`config.mk`:
```
export PLATFORM = sky130hd
export DESIGN_NAME = dmem_arbiter
export DESIGN_NICKNAME = d
export VERILOG_FILES = /design/src/rtl/dmem_arbiter.sv
export SDC_FILE = /design/constraint.sdc
export NUM_CORES = 1
export LEC_CHECK = 0
export ABC_AREA = 1
export CORE_ASPECT_RATIO = 1.25
export CORE_UTILIZATION = 40
export DETAILED_ROUTE_END_ITERATION = 6
export PLACE_DENSITY = 0.87
export SYNTH_ARGS = -nofsm -noshare
export SYNTH_HDL_FRONTEND = slang
export SYNTH_SLANG_ARGS = --single-unit
```
`constraint.sdc`:
```
create_clock -name clk -period 1.5 [get_ports clk]
set_clock_uncertainty 0.2 [all_clocks]
set_input_delay 0.15 -clock clk [delete_from_list [all_inputs] [get_ports clk]]
set_output_delay 0.15 -clock clk [all_outputs]
set_load 0.02 [all_outputs]
```
`src/rtl/dmem_arbiter.sv`:
```
// Round-robin arbiter/sequencer sharing one single-port data memory between the core (c) and DMA (d) ports.
// Optional address/alignment checking is compiled in with DMEM_ARB_BOUNDS_EN.
module dmem_arbiter #(
    parameter int MEM_WORDS = 256,
    parameter int DATA_W    = 32
) (
    input  logic              clk,
    input  logic              rst,
    input  logic              c_req,
    input  logic              c_we,
    input  logic [31:0]       c_addr,
    input  logic [DATA_W-1:0] c_wdata,
    output logic              c_gnt,
    output logic              c_rvalid,
    output logic [DATA_W-1:0] c_rdata,
    output logic              c_err,
    input  logic              d_req,
    input  logic              d_we,
    input  logic [31:0]       d_addr,
    input  logic [DATA_W-1:0] d_wdata,
    output logic              d_gnt,
    output logic              d_rvalid,
    output logic [DATA_W-1:0] d_rdata,
    output logic              d_err,
    output logic              mem_we,
    output logic [31:0]       mem_a,
    output logic [DATA_W-1:0] mem_wd,
    input  logic [DATA_W-1:0] mem_rd,
    output logic              busy
);
    typedef enum logic [1:0] {IDLE, ACC, RESP} state_t;

    state_t state, state_n;
    logic   last;        // 0 = c, 1 = d won the previous grant
    logic   cmd_port;
    logic   cmd_we;
    logic   rv_c, rv_d;
    logic   err_q;
    logic   acc_err;

`ifdef DMEM_ARB_BOUNDS_EN
    logic cmd_mis;
    assign acc_err = cmd_mis || (mem_a[31:2] >= 30'(MEM_WORDS));
`else
    logic unused_addr_lsb;
    assign unused_addr_lsb = ^{c_addr[1:0], d_addr[1:0], err_q};
    assign acc_err = 1'b0;
`endif

    always_ff @(posedge clk) begin
        if (rst) begin
            state <= IDLE;
            last  <= 1'b1;
        end else begin
            state <= state_n;
            if (c_gnt || d_gnt)
                last <= d_gnt;
        end
    end

    always_comb begin
        state_n  = state;
        c_gnt    = 1'b0;
        d_gnt    = 1'b0;
        mem_we   = 1'b0;
        busy     = 1'b0;
        c_rvalid = 1'b0;
        d_rvalid = 1'b0;
        c_err    = 1'b0;
        d_err    = 1'b0;
        case (state)
            IDLE: if (c_req || d_req) state_n = ACC;
            ACC: begin
                state_n = RESP;
                busy    = 1'b1;
                mem_we  = cmd_we && !acc_err && !rst;
            end
            RESP: begin
                state_n  = (c_req || d_req) ? ACC : IDLE;
                c_rvalid = rv_c && !rst;
                d_rvalid = rv_d && !rst;
`ifdef DMEM_ARB_BOUNDS_EN
                c_err    = rv_c && err_q && !rst;
                d_err    = rv_d && err_q && !rst;
`endif
            end
            default: state_n = IDLE;
        endcase
        // On a tie, the port that did not win last time gets the grant.
        if ((state == IDLE || state == RESP) && !rst) begin
            c_gnt = c_req && (!d_req || last);
            d_gnt = d_req && (!c_req || !last);
        end
    end

    always_ff @(posedge clk) begin
        if (rst) begin
            cmd_port <= 1'b0;
            cmd_we   <= 1'b0;
            mem_a    <= '0;
            mem_wd   <= '0;
            rv_c     <= 1'b0;
            rv_d     <= 1'b0;
            err_q    <= 1'b0;
            c_rdata  <= '0;
            d_rdata  <= '0;
`ifdef DMEM_ARB_BOUNDS_EN
            cmd_mis  <= 1'b0;
`endif
        end else begin
            // The command registers double as the memory address/data outputs, so they hold between accesses.
            if (c_gnt || d_gnt) begin
                cmd_port <= d_gnt;
                cmd_we   <= d_gnt ? d_we : c_we;
                mem_a    <= d_gnt ? {d_addr[31:2], 2'b00} : {c_addr[31:2], 2'b00};
                mem_wd   <= d_gnt ? d_wdata : c_wdata;
`ifdef DMEM_ARB_BOUNDS_EN
                cmd_mis  <= d_gnt ? (d_addr[1:0] != 2'b00) : (c_addr[1:0] != 2'b00);
`endif
            end
            rv_c  <= 1'b0;
            rv_d  <= 1'b0;
            err_q <= 1'b0;
            if (state == ACC) begin
                rv_c  <= !cmd_port;
                rv_d  <= cmd_port;
                err_q <= acc_err;
                if (acc_err) begin
                    if (cmd_port) d_rdata <= '0;
                    else          c_rdata <= '0;
                end else if (!cmd_we) begin
                    if (cmd_port) d_rdata <= mem_rd;
                    else          c_rdata <= mem_rd;
                end
            end
        end
    end
endmodule

```
==> impl_metrics.yaml <==
critical_path:
  cp_slowest_stage_delay_ns: 0.37
  path_buf_inv: 4
  crit_chain: "inv_4 > nor2_4 > buf_6 > buf_6 > nand2_8 > buf_16 > nand2_2 > a21oi_1"
  cpMostUsedCell: "buf_6"
  cp_slowest_cell: "a21oi_1"
  crit_arrival_ns: 1.87
  cp_max_fo: 8
  cp-end-kind: "register"
  crit_family: "buffers and inverters"
  critPathRequiredTime_ns: 1.56
  start_kind: "register"
  worstSetupPathType: "reg -> reg"
logic_synthesis:
  synth_compound_area_share_pct: 5.863
  synth_mux_area_share_pct: 0
  syn_area_mm2: 0.005933
  async_reset_ff_share_pct: 0
  synth_xor_area_share_pct: 0
  yosysMostFrequentCell: "nor2_1"
  yosys.area_share.adder_pct: 0
  ys_top_cells_by_area: "dfxtp_1 45%, nor2_1 12%, nand2_1 10%, nand3_1 8.1%, nand4_1 6.6%"
  synth_edf_count: 0
  synth-simple-area-share_pct: 38.46
  ys_ff_latch: 133
  ys_dominant_reg_cell: "dfxtp_1"
  seq_area_frac_synth_pct: 44.88
  avgSynthCellArea_um2: 6.812
  yosys.area.top_type: "dfxtp_1"
  synth_top_family_by_area: "simple AND/OR/NAND/NOR gates"
  synth_top_area_share_pct: 44.88
  synth_common_cells: "195 x nor2_1, 164 x nand2_1, 133 x dfxtp_1"
  yosysWarnings: 0
  syn-instance-count: 871
  synth.distinct_cells: 22
grt:
  grt_max_degree: 51
  grt_pass1_vias: 7908
  grt_overflow: 0
  grt_use_total_pct: 34.30
  grt_pass1_wl_mm: 41.36
  antenna_found_initial: 1
power_and_ir_drop:
  p_switching_mw: 3.591
  p_leak_nw: 5.430
  power_density_mw_per_mm2: 990.4
  power_frac_clock_pct: 40.1
  internal-power_mw: 8.239
  ir_worst_vdd_mv: 0.9261
  total_power_mw: 11.83
  seqPwrFrac_pct: 33.4
  p_sw_share_pct: 30.36
  combinationalPowerShare_pct: 26.4
die:
  die_w_um: 110.9
  io_pins: 302
  fp-row-count: 49
  core_area_mm2: 0.01441
  initial_core_util_pct: 41.18
  die_h_um: 138.2
  dieArea_mm2: 0.01533
cts:
  cts_made_buffers: 17
  clockRootBuffer: "clkbuf_16"
  clk_latency_ns: 0.40
  clkTransAtPathRegs_ns: 0.07
  clk_path_buf_depth: 2
  ctsHtreeMaxLevel: 4
  cts_sinks: 133
  cts_tree: "done"
routing:
  drt-initial-drc-count: 624
  dr_total_vias: 8067
  first_pass_iters: 5
  ant_nets: 0
  wl_mm: 30.25
  vias_per_cell: 5.729
  wl_per_cell_um: 21.49
  drc: 0
finish:
  post_route_cells_drive_above_1_share_pct: 32.95
  final_util_pct: 82.91
  design_area_mm2: 0.01195
  filler_cell_count: 729
  ff_latch_area_mm2: 0.002668
  stdcell_count: 1408
  multi_input_area_mm2: 0.003749
  syn_to_final_growth_pct: 101.3
  fin_nets: 1382
run_status:
  outcome: "complete, but fails checks"
  violations: "setup timing"
place:
  placed_area_mm2: 0.009220
  dp.cells: 1321
  io_buffers: 293
  gp_congestion: 0.8264
  dp_hpwl_mm: 13.93
hold_path:
  hold_path_class: "in -> reg"
timing:
  hold_violations: 0
  layout_setup_ws_ns: -0.3130
  tightest_slew_ns: 0.6108
  drv_slew: 0
  relSlewSlack_pct: 59.28
  setup_viol: 138
  rsz0062_at_grt: "true"
  period_minus_slack_ns: 1.813
  max_freq_mhz: 551.6
  post-route-period-util_pct: 120.9
run:
  maxCapViolCount: 0
[worst min-delay path, cell delays in order]
cell	delay (ns)
buf_4	0.14
inv_4	0.06
nand2_2	0.10
buf_4	0.13
inv_1	0.04
[power by group through the flow]
| stage | sequential [mW] | clock (mW) | combinational [mW] |
|---|---|---|---|
| floorplan | 4.20 | 0 | 0.827 |
| global placement | 3.94 | 0 | 2.20 |
| detailed placement | 3.95 | 0 | 2.23 |
| CTS | 3.89 | 4.72 | 2.80 |
| global route | 3.97 | 4.94 | 3.26 |
| finish | 3.96 | 4.75 | 3.12 |
[metal layers]
metal,part of all wire [%],GRT usage (%),routed length [um]
met1,32,35.02,9779
met5,0,0,0
met4,8.3,22.74,2510
met2,50,61.65,15120
met3,9.4,8.417,2844
[through the flow]
step	setup WS, ns	hold slack, ns	TNS (ns)
final	-0.3130	0.06295	-14.61
after global placement	-0.3704	0.2476	-25.79
after floorplan	0.0003677	0.1138	0
after CTS	-0.1979	0.05445	-13.59
after global routing	-0.3507	0.08465	-21.95
after detailed placement	-0.3886	0.2520	-29.42
[flip-flops by register name (all words and copies together) (netlist names)]
signal / flops
state: 2
mem_wd: 32
c_rdata: 32
mem_a: 30
d_rdata: 32
cmd_we: 1
rv_d: 1
last: 1
rv_c: 1
cmd_port: 1
[cells in the final DEF (no fill, tap or decap), types with 5 or more instances in the layout]
cell type,n
nand2_1,127
clkbuf_16,20
dlygate4sd2_1,52
nand2_4,17
nand3_1,42
nand2_2,21
buf_6,25
buf_4,26
o21ai_1,9
bufinv_16,5
buf_16,19
nor2_4,48
nand3_2,51
o21ai_0,5
clkbuf_2,31
nor2_2,61
o21ai_2,16
dfxtp_1,131
inv_1,65
buf_8,10
nor2_1,89
buf_12,24
clkdlybuf4s15_1,41
nand4_1,63
clkdlybuf4s50_1,159
a21oi_1,32
[final timing paths]
kind | to | slack (ns) | from | cells after the start
worst max-delay path | c_rdata[19] | -0.31 | state[0] | 8
worst min-delay path | state[1] | 0.06 | rst | 5
worst max register to register | c_rdata[19] | -0.31 | state[0] | 8
worst min register to register | c_rdata[0] | 0.26 | c_rdata[0] | 2
[repair_timing]
action,4_1_cts,5_1_grt
endpoints found under the setup margin,260,161
buffers inserted,34,5
cloned,27,3
endpoints found under the hold margin,2,0
pin swaps,72,96
resized for setup,402,288
hold buffers,2,0
[layout make-up]
cell class	instances	area share [%]
tap	178	1.864
multi-input combinational	598	31.38
clock inverter	13	1.854
sequential	133	22.33
timing repair buffer	395	36.55
clock buffer	19	3.624
antenna	1	0.02095
inverter	71	2.378
[cell families (layout without fill, tap and decap cells)]
family	Yosys count	count (layout)
AOI/OAI and AO/OA	69	69
and+or+nand+nor	524	525
buffers and inverters	144	498
other	1	5
DFF	133	133
(Power assumes the default switching activity.)
==> RTL change 1: new RTL, same settings <==
Add a define of `DMEM_ARB_BOUNDS_EN`.
--- a/src/rtl/dmem_arbiter.sv
+++ b/src/rtl/dmem_arbiter.sv
@@ -1,5 +1,7 @@
 // Round-robin arbiter/sequencer sharing one single-port data memory between the core (c) and DMA (d) ports.
 // Optional address/alignment checking is compiled in with DMEM_ARB_BOUNDS_EN.
+`define DMEM_ARB_BOUNDS_EN
+
 module dmem_arbiter #(
     parameter int MEM_WORDS = 256,
     parameter int DATA_W    = 32
Function: changed (Yosys sat finds a counterexample within 4 cycles, from zero or initial values and one cycle with rst high).
==> RTL change 1 against the unedited design <==
- the flow still finishes with violations (negative setup slack)
- wire length is 1.1% lower
- combinational power increased by 28%
- design area is 4.9% higher
- clock power fell by 19%
- count of clock-buffer cells in the layout is the same
- worst setup slack worse by 170 ps
- sequential cell count rose by 2
- total power up 1.3%
- final cell count increased by 13%
- area after synthesis rose by 7.5%
- critical path type unchanged
- critical endpoint is now d_rdata[16]$_SDFFE_PP0P_
- largest cell class unchanged
- highest routed layer unchanged
==> RTL change 1: results (changes against the unedited design) <==
| Metric | Value |
|---|---|
| Outcome | `complete, but fails checks (unchanged)` |
| Violated checks | `negative setup slack (unchanged)` |
| N_diodes | `0 (was 1)` |
| Filler cell count | `905 (was 729)` |
| Leak | `6.269 nW (was 5.430 nW)` |
| RD Place Congestion | `0.8148 (was 0.8264)` |
| Worst flop-to-flop path endpoint | `d_rdata[16]$_SDFFE_PP0P_ (was c_rdata[19]$_SDFFE_PP0P_)` |
| Avg WL per Cell | `18.86 µm (was 21.49 µm)` |
| Wl on met1 | `10020 µm (was 9779 µm)` |
| Vias | `8266 (was 8067)` |
| Synth cell types | `26 (was 22)` |
| Initial antenna violation count | `0 (was 1)` |
| Met3 usage | `8.574% (was 8.417%)` |
| Met1 Use GR | `31.11% (was 35.02%)` |
| Power in sequential cells | `4.13 mW (was 3.96 mW)` |
| CP max-delay cell | `dfxtp_1 (was a21oi_1)` |
| Largest net degree at the start of global routing | `41 (was 51)` |
| WL met2 | `15560 µm (was 15120 µm)` |
| Port Buffer Count | `299 (was 293)` |
| Setup TNS Final | `-43190 ps (was -14610 ps)` |
| Worst skew pair latency | `420 ps (was 400 ps)` |
| Commonest cells post-synth | `288 x nor2_1, 181 x inv_1, 139 x nand2_1, 135 x dfxtp_1, 65 x o21ai_0 (was 195 x nor2_1, 164 x nand2_1, 133 x dfxtp_1, 96 x nand3_1, 68 x inv_1)` |
| Sequential area share after synthesis | `42.36% (was 44.88%)` |
| Setup WS pre-CTS | `-690.7 ps (was -388.6 ps)` |
| Vias in the first global route | `8154 (was 7908)` |
| First-pass GRT wire length | `40390 µm (was 41360 µm)` |
| Largest stage delay, worst path | `380 ps` |
| Synth area leaders | `dfxtp_1 42%, nor2_1 17%, inv_1 11% (was dfxtp_1 45%, nor2_1 12%, nand2_1 10%)` |
| Drt via density | `5.209 (was 5.729)` |
| Dpl cell area | `10000 µm² (was 9220 µm²)` |
| Setup violations, final | `139 (was 138)` |
| CP Launch Point | `cmd_mis$_SDFFE_PP0P_ (was state[0]$_SDFFE_PP0P_)` |
| Syn_area_per_cell | `6.604 µm² (was 6.812 µm²)` |
| GRT met2 Usage | `60.84% (was 61.65%)` |
| Hpwl dp | `14290 µm (was 13930 µm)` |
| Final worst slack | `-484.4 ps (was -313.0 ps)` |
| Layout cells sized above 1 | `30.76% (was 32.95%)` |
| Max rail drop VDD | `0.6403 mV (was 0.9261 mV)` |
| Switch share | `33.42% (was 30.36%)` |
-- RTL change 1: final cells by class --
cell class,count,area (µm²),share of cell area [%]
flip-flops and latches,135,2729,21.78
repair buffers,436,4818,38.46
inverters,182,703.2,5.612
clock inverters,13,98.84,0.7889
well taps,212,265.3,2.117
clock buffers,19,432.9,3.455
multi-input cells,590,3482,27.79
-- RTL change 1: worst min-delay path by stage --
stage	from	to	slack, ps	depth (start not counted)
after CTS	mem_rd[25]	d_rdata[25]$_SDFFE_PP0P_	200	5
after floorplan	rst	state[1]$_SDFFE_PP0P_	40	1
after global routing	mem_rd[25]	c_rdata[25]$_SDFFE_PP0P_	230	5
final	mem_rd[30]	d_rdata[30]$_SDFFE_PP0P_	210	5
after detailed placement	mem_wd[6]$_SDFFE_PP0P_	mem_wd[6]$_SDFFE_PP0P_	280	2
after global placement	mem_wd[27]$_SDFFE_PP0P_	mem_wd[27]$_SDFFE_PP0P_	280	2
-- RTL change 1: metrics by stage --
step | hold slack, ps | power (mW)
2_1_floorplan | 44.60 | 5.597
3_5_place_dp | 283.4 | 7.067
4_1_cts | 195.0 | 11.46
3_3_place_gp | 276.7 | 7.006
6_report | 213.4 | 11.98
5_1_grt | 232.1 | 12.39
-- RTL change 1: critical path, delay by kind of cell, from the launching register on --
kind / cells / cell delay, ps
buffers and inverters: 3 / 460
DFF: 1 / 380
and+or+nand+nor: 7 / 820
-- RTL change 1: repair_timing --
item,4_1_cts,5_1_grt
cloned,29,5
setup buffers,34,17
pin swaps,50,45
endpoints found under the setup margin,264,178
resized for setup,421,224
-- RTL change 1: kinds of logic after synthesis --
family	synth area share, %
other cells	0.05878
simple gates	28.54
buf+inv	16.10
compound gates	12.94
flops	42.36
==> RTL change 2: new RTL, config.mk and constraints unchanged <==
Made on the original files. Make the reset (`rst`) asynchronous in 2 clocked blocks.
--- a/src/rtl/dmem_arbiter.sv
+++ b/src/rtl/dmem_arbiter.sv
@@ -47,7 +47,7 @@
     assign acc_err = 1'b0;
 `endif
 
-    always_ff @(posedge clk) begin
+    always_ff @(posedge clk or posedge rst) begin
         if (rst) begin
             state <= IDLE;
             last  <= 1'b1;
@@ -93,7 +93,7 @@
         end
     end
 
-    always_ff @(posedge clk) begin
+    always_ff @(posedge clk or posedge rst) begin
         if (rst) begin
             cmd_port <= 1'b0;
             cmd_we   <= 1'b0;
Formal check against the unedited RTL: differs if rst is asserted again (counterexample within 4 cycles, from zero or initial values and one cycle with rst high); with rst held inactive, the same outputs for 4 cycles.
==> RTL change 2 against the unedited design <==
- the run still ends with negative setup slack left
- sequential share of layout area is 6.2 points higher
- utilization is 8.2 points lower
- maximum frequency is 2.4% higher
- first-iteration DRC count is 7.9% lower
- count of clock-buffer cells in the layout stayed put
- sequential cell count stayed put
- wire length is 11% lower
- synthesized cell count is 5.7% lower
- area after synthesis is 7.8% higher
- design area is 2.2% lower
- worst setup slack better by 43 ps
- via count is 9.7% lower
- largest cell class unchanged
- highest routed layer unchanged
Power is not compared: it rests on default switching activity, and its combinational part moved more than twofold at a synthesized area within 25%.
==> RTL change 2: results (changes against the unedited design) <==
| Metric | Value |
|---|---|
| First-pass GRT wire length | `34410 µm (was 41360 µm)` |
| Hold_sp | `d_req (was rst)` |
| Ys async rst share | `100.0% (was 0%)` |
| Avg WL per Cell | `19.31 µm (was 21.49 µm)` |
| Setup Buffers After CTS | `16 (was 34)` |
| Synth area leaders | `dfrtp_1 52%, nand2_1 15%, inv_1 9.6% (was dfxtp_1 45%, nor2_1 12%, nand2_1 10%)` |
| Largest stage delay, worst path | `410 ps (was 370 ps)` |
| Setup violations, final | `139 (was 138)` |
| Initial antenna violation count | `0 (was 1)` |
| Fraction of the mapped netlist area in compound gates | `5.243% (was 5.863%)` |
| Violated checks | `negative setup slack (unchanged)` |
| Yosys top cell area share | `51.64% (was 44.88%)` |
| RD Place Congestion | `0.7685 (was 0.8264)` |
| Placed insts | `1319 (was 1321)` |
| Synth Flop Type | `dfrtp_1 (was dfxtp_1)` |
| DR iter-0 viols | `575 (was 624)` |
| Final worst slack | `-270.1 ps (was -313.0 ps)` |
| Outcome | `complete, but fails checks (unchanged)` |
| Hold worst-path end | `mem_a[23]$_DFFE_PP0P_ (was state[1]$_SDFFE_PP0P_)` |
| Vias in the first global route | `6870 (was 7908)` |
| Drt via density | `5.243 (was 5.729)` |
| PostCTS Resize Cnt | `233 (was 402)` |
| WL met2 | `13570 µm (was 15120 µm)` |
| Arr. time, crit path | `1850 ps (was 1870 ps)` |
| GRT met2 Usage | `49.49% (was 61.65%)` |
| All-Layer GR Usage | `27.36% (was 34.30%)` |
| Met3 usage | `8.477% (was 8.417%)` |
| Setup TNS Final | `-26510 ps (was -14610 ps)` |
| Sequential area share after synthesis | `52.05% (was 44.88%)` |
-- RTL change 2: changes by cell type after synthesis, moves of 31 or more --
cell / before / now
nand2_1: 164 / 256
nand3_1: 96 / 64
nor2_1: 195 / 7
inv_1: 68 / 164
dfxtp_1: 133 / 0
o21ai_0: 33 / 2
o21ai_1: 0 / 64
dfrtp_1: 0 / 132
a21oi_1: 35 / 1
-- RTL change 2: worst register-to-register path: stages, from the launching register on --
cell and delay (ps):
dfrtp_2 410, inv_2 70, nor2_4 140, buf_6 110
buf_8 100, nand3_4 110, buf_12 180, clkbuf_16 170
nand2_2 90, o21ai_2 80
-- RTL change 2: where the power goes --
part	internal (mW)	leakage [nW]	switching, mW
registers	4.87	1.64	1.27
clock network	2.43	0.278	1.80
logic	3.33	4.15	4.45
-- RTL change 2: cell type report --
class                      count  area (µm²)
timing repair buffer         376        3958
multi-input combinational    469        2897
clock buffer                  19       452.9
fill                         977        3953
tap                          212       265.3
clock inverter                13       140.1
inverter                     167       638.1
sequential                   133        3331
